File: src/rtl/ins_cache_dm.sv
// Direct-mapped instruction cache: combinational lookup, single-line refill FSM, one-cycle flush.
// Optional ICACHE_PERF_CNT_EN adds saturating hit/miss counters (ohit_cnt, omiss_cnt).
module ins_cache_dm #(
  parameter int ADDR_W = 32,
  parameter int LINES  = 16,
  parameter int WORDS  = 4
) (
  input  logic                  clk,
  input  logic                  resetn,
  input  logic                  ireq,
  input  logic [ADDR_W-1:0]     iaddr,
  input  logic                  iflush,
  output logic                  ohit,
  output logic [31:0]           oins,
  output logic                  ostall,
  output logic                  omem_req,
  output logic [ADDR_W-1:0]     omem_addr,
  input  logic                  imem_valid,
  input  logic [32*WORDS-1:0]   imem_in
`ifdef ICACHE_PERF_CNT_EN
  ,
  output logic [31:0]           ohit_cnt,
  output logic [31:0]           omiss_cnt
`endif
);

  localparam int OFF   = $clog2(WORDS);
  localparam int IDX   = $clog2(LINES);
  localparam int TAG_W = ADDR_W - OFF - IDX - 2;

  typedef enum logic {IDLE, MISS} state_t;

  state_t                             state_q, state_n;
  logic [LINES-1:0][WORDS-1:0][31:0]  data_q;
  logic [LINES-1:0][TAG_W-1:0]        tag_q;
  logic [LINES-1:0]                   valid_q;
  logic [ADDR_W-1:0]                  miss_addr_q;

  logic [OFF-1:0]   word_sel;
  logic [IDX-1:0]   idx, fill_idx;
  logic [TAG_W-1:0] tag, fill_tag;
  logic             lookup_hit, miss_start, fill;
  logic             unused_ok;

  assign word_sel  = iaddr[OFF+1:2];
  assign idx       = iaddr[OFF+IDX+1:OFF+2];
  assign tag       = iaddr[ADDR_W-1:OFF+IDX+2];
  assign fill_idx  = miss_addr_q[OFF+IDX+1:OFF+2];
  assign fill_tag  = miss_addr_q[ADDR_W-1:OFF+IDX+2];
  assign unused_ok = ^iaddr[1:0];

  always_ff @(posedge clk) begin
    if (resetn) state_q <= IDLE;
    else        state_q <= state_n;
  end

  // Flush and reset dominate: a refill completing in the same cycle is dropped.
  always_comb begin
    state_n    = state_q;
    miss_start = 1'b0;
    fill       = 1'b0;
    lookup_hit = valid_q[idx] && (tag_q[idx] == tag);
    ohit       = ireq && (state_q == IDLE) && lookup_hit && !iflush && !resetn;
    oins       = ohit ? data_q[idx][word_sel] : 32'h0;
    ostall     = !resetn && ((state_q == MISS) || (ireq && !ohit));
    omem_req   = (state_q == MISS);
    omem_addr  = (state_q == MISS) ? miss_addr_q : '0;
    case (state_q)
      IDLE: if (ireq && !ohit && !iflush && !resetn) begin
        miss_start = 1'b1;
        state_n    = MISS;
      end
      MISS: if (iflush) begin
        state_n = IDLE;
      end else if (imem_valid) begin
        fill    = !resetn;
        state_n = IDLE;
      end
      default: state_n = IDLE;
    endcase
  end

  always_ff @(posedge clk) begin
    if (resetn)          miss_addr_q <= '0;
    else if (miss_start) miss_addr_q <= {iaddr[ADDR_W-1:OFF+2], {(OFF+2){1'b0}}};
  end

  always_ff @(posedge clk) begin
    if (resetn || iflush) valid_q <= '0;
    else if (fill)        valid_q[fill_idx] <= 1'b1;
  end

  // Data and tag storage is never reset; valid_q gates every use.
  always_ff @(posedge clk) begin
    if (fill) begin
      data_q[fill_idx] <= imem_in;
      tag_q[fill_idx]  <= fill_tag;
    end
  end

`ifdef ICACHE_PERF_CNT_EN
  always_ff @(posedge clk) begin
    if (resetn || iflush) begin
      ohit_cnt  <= '0;
      omiss_cnt <= '0;
    end else begin
      if (ohit && (ohit_cnt != 32'hFFFF_FFFF))        ohit_cnt  <= ohit_cnt + 32'd1;
      if (miss_start && (omiss_cnt != 32'hFFFF_FFFF)) omiss_cnt <= omiss_cnt + 32'd1;
    end
  end
`endif

endmodule

File: config.mk
export PLATFORM = sky130hd
export DESIGN_NAME = ins_cache_dm
export DESIGN_NICKNAME = d
export VERILOG_FILES = /design/src/rtl/ins_cache_dm.sv
export SDC_FILE = /design/constraint.sdc
export NUM_CORES = 2
export LEC_CHECK = 0
export ABC_CLOCK_PERIOD_IN_PS = 15500
export CORE_ASPECT_RATIO = 1.4
export CORE_MARGIN = 2
export CORE_UTILIZATION = 50
export DETAILED_ROUTE_END_ITERATION = 16
export PLACE_DENSITY = 0.69
export SYNTH_ARGS = -nofsm -noshare
export SYNTH_HDL_FRONTEND = slang
export SYNTH_SLANG_ARGS = --single-unit
File: constraint.sdc
create_clock -name clk -period 15.5 [get_ports clk]
set_input_delay 3.1 -clock clk [delete_from_list [all_inputs] [get_ports clk]]
set_output_delay 3.1 -clock clk [all_outputs]
set_load 0.03 [all_outputs]
==> results.toml <==
[run_status]
outcome = "completed"

[critical_path]
required_ns = 12.40
critPathMaxStageDelay_ns = 0.75
crit_family = "simple AND/OR/NAND/NOR gates"
path_buf_inv = 4
cp-end-kind = "primary output"
crit_slowest_cell = "clkdlybuf4s50_1"
worstPathCellList = "buf_8 -> buf_4 -> mux4_2 -> mux2i_1 -> or3_1 -> o221ai_1 -> or4_1 -> or3_1 -> buf_4 -> or3_4 -> nor2b_1 -> clkdlybuf4s50_1"
crit_arrival_ns = 8.41
path_class = "input pin to primary output"
critical_path_peak_fanout = 53
start_kind = "input pin"
regToRegSetupSlack_ns = 11.22

[clock_tree]
cts_inserted_buffers = 214
clock_latency_ns = 0.85
clock-sinks = 2477
htreeDepth = 4
cts_root_buf = "clkbuf_16"
postCtsResizedCells = 0
cts_hold_buf = 0
postCtsSetupBuffers = 0
cts_tree = "yes"
cts_max_path_buffers = 3
path_clk_slew_ns = 0.07

[power_and_ir_drop]
p_sw_mw = 2.684
internal-power_mw = 10.67
power.density_mw_per_mm2 = 124.3
seq_power_share = 0.553
switching_share = 0.2011
p_comb_frac = 0.043
leakagePower_nw = 32.61
power.share.clock = 0.404
power.total_mw = 13.35
peakVddDrop_v = 0.00009401

[job]
drv_cap = 0

[finish]
multiInputGateArea_mm2 = 0.02022
final_common_cell = "edfxtp_1"
layout-drive-gt1-share = 0.2729
register_area_mm2 = 0.07393
fill_cells = 13370
final_cell_mix = "edfxtp_1, mux4_2, clkdlybuf4s50_1"
area_growth_pct = 12.96
utilization = 0.5677
fin_cells = 6824
post-route-cell-area_mm2 = 0.1074
nets = 4314

[worst_hold_path]
hp-class = "register to register"

[floorplan]
die_w_um = 372.6
coreArea_mm2 = 0.1892
die-height_um = 520.0
row_count = 189
initial_utilization = 0.5026
ioPinCount = 232
dieArea_mm2 = 0.1937

[logic_synthesis]
synth_top_cell_by_area = "edfxtp_1"
ys_seq_elements = 2477
ys_seq_area_frac = 0.7775
synthTopCellsByArea = "edfxtp_1, mux4_2, dfxtp_1, mux2i_1, clkbuf_1"
synth_top_area_frac = 0.7680
avgSynthCellArea_um2 = 24.67
synth.distinct_cells = 40
synth_area_mm2 = 0.09509
synth_cells = 3855
ys_warn_count = 0

[placed_design]
dp.cells = 6416
place_hpwl_mm = 103.2
port_buffers = 225
place_area_mm2 = 0.1003
gp_congestion = 0.7556

[timing]
max_freq_ghz = 0.08685
hold_viol = 0
drv_slew = 0
fin_worst_skew_ns = 0.03610
tns_ns = 0
finalSetupViolCount = 0
post-route-min-period_ns = 11.51
slew_headroom = 0.2644
worstMarginPinSlew_ns = 1.101
rsz0062_at_grt = "no"
finalCritPeriodShare = 0.7428

[global_route]
grt_pass1_wl_mm = 300.5
grt_pass1_vias = 43850
grt_usage = 0.2134
antenna_found_initial = 52
grt.overflow.total = 0
grt_max_degree = 128

[route]
drtIter0Drc = 4765
vias = 42380
drtAntennaViolNets = 0
wirelength_mm = 204.3
dr.pass1.iters = 5
avgRoutedWirePerCell_um = 29.94
drc = 0
viasPerCell = 6.210
per-layer routing:
| metal | wire, um | track usage | part of all wire | vias up |
|---|---|---|---|---|
| met5 | 325 | 0 | 0.0016 | - |
| met2 | 99070 | 0.3356 | 0.48 | 1594 |
| li1 | - | - | - | 17320 |
| met4 | 3340 | 0.04488 | 0.016 | 54 |
| met1 | 84320 | 0.3110 | 0.41 | 23130 |
| met3 | 17250 | 0.04791 | 0.084 | 279 |
per-stage QoR:
step                setup WS (ns)  hold slack, ns
finish                      3.986          0.4661
global route                3.671          0.4886
CTS                         3.835          0.4656
detailed placement          3.866          0.4484
global placement            3.813          0.4411
floorplan                  0.3341          0.4354
cells in the mapped netlist, drive strengths merged:
| cell type | number |
|---|---|
| mux2 | 1 |
| edfxtp | 2432 |
| nor2b | 32 |
| or4 | 2 |
| o31a | 1 |
| nand3 | 33 |
| o21ai | 1 |
| nor2 | 19 |
| a21o | 3 |
| buf | 114 |
| a32oi | 29 |
| nand2b | 33 |
| nand2 | 5 |
| nand4 | 35 |
| and2 | 28 |
| clkbuf | 106 |
| mux4 | 771 |
| dfxtp | 45 |
| o211a | 1 |
| inv | 5 |
| xor2 | 6 |
| conb | 1 |
| o22ai | 11 |
| o221ai | 1 |
| or3 | 4 |
| nor3b | 26 |
| o21a | 16 |
| nor4 | 1 |
| xnor2 | 23 |
| nand3b | 2 |
| or2 | 2 |
| clkdlybuf4s50 | 1 |
| a2111oi | 1 |
| a22oi | 2 |
| mux2i | 54 |
| nor3 | 8 |
path summary, 6_finish.rpt:
kind / from / end / depth (start not counted)
min: valid_q[13]$_SDFFE_PP0P_ / valid_q[13]$_SDFFE_PP0P_ / 1
min reg2reg: valid_q[13]$_SDFFE_PP0P_ / valid_q[13]$_SDFFE_PP0P_ / 1
max reg2reg: omem_req$_SDFF_PP0_ / data_q[2031]$_DFFE_PP_ / 6
max: iaddr[6] / oins[25] / 12
power groups by stage:
stage / clock (mW) / sequential, mW / combinational (mW)
floorplan: 0 / 7.52 / 0.361
global placement: 0 / 7.53 / 0.578
detailed placement: 0 / 7.53 / 0.588
CTS: 5.48 / 7.38 / 0.589
global route: 5.72 / 7.38 / 0.618
finish: 5.39 / 7.38 / 0.578
state kept, by name, indices dropped and copies added (netlist names):
register	cells
omem_req	1
tag_q	384
valid_q	16
miss_addr_q	28
data_q	2048
cell type report:
cell class,instances,area share
clock buffers,254,0.05205
clock inverters,145,0.01410
well taps,2483,0.02892
multi-input cells,1155,0.1883
repair buffers,296,0.02796
diodes,9,0.0002097
flip-flops and latches,2477,0.6883
inverters,5,0.0001747
logic make-up after synthesis:
family | synth area share
xor gates and xnor gates | 0.002671
AOI/OAI and AO/OA | 0.005487
buffers and inverters | 0.01129
and+or+nand+nor | 0.01459
other | 0.00003944
DFF | 0.7775
muxes | 0.1884
No activity file was read; power rests on OpenSTA's default activity.
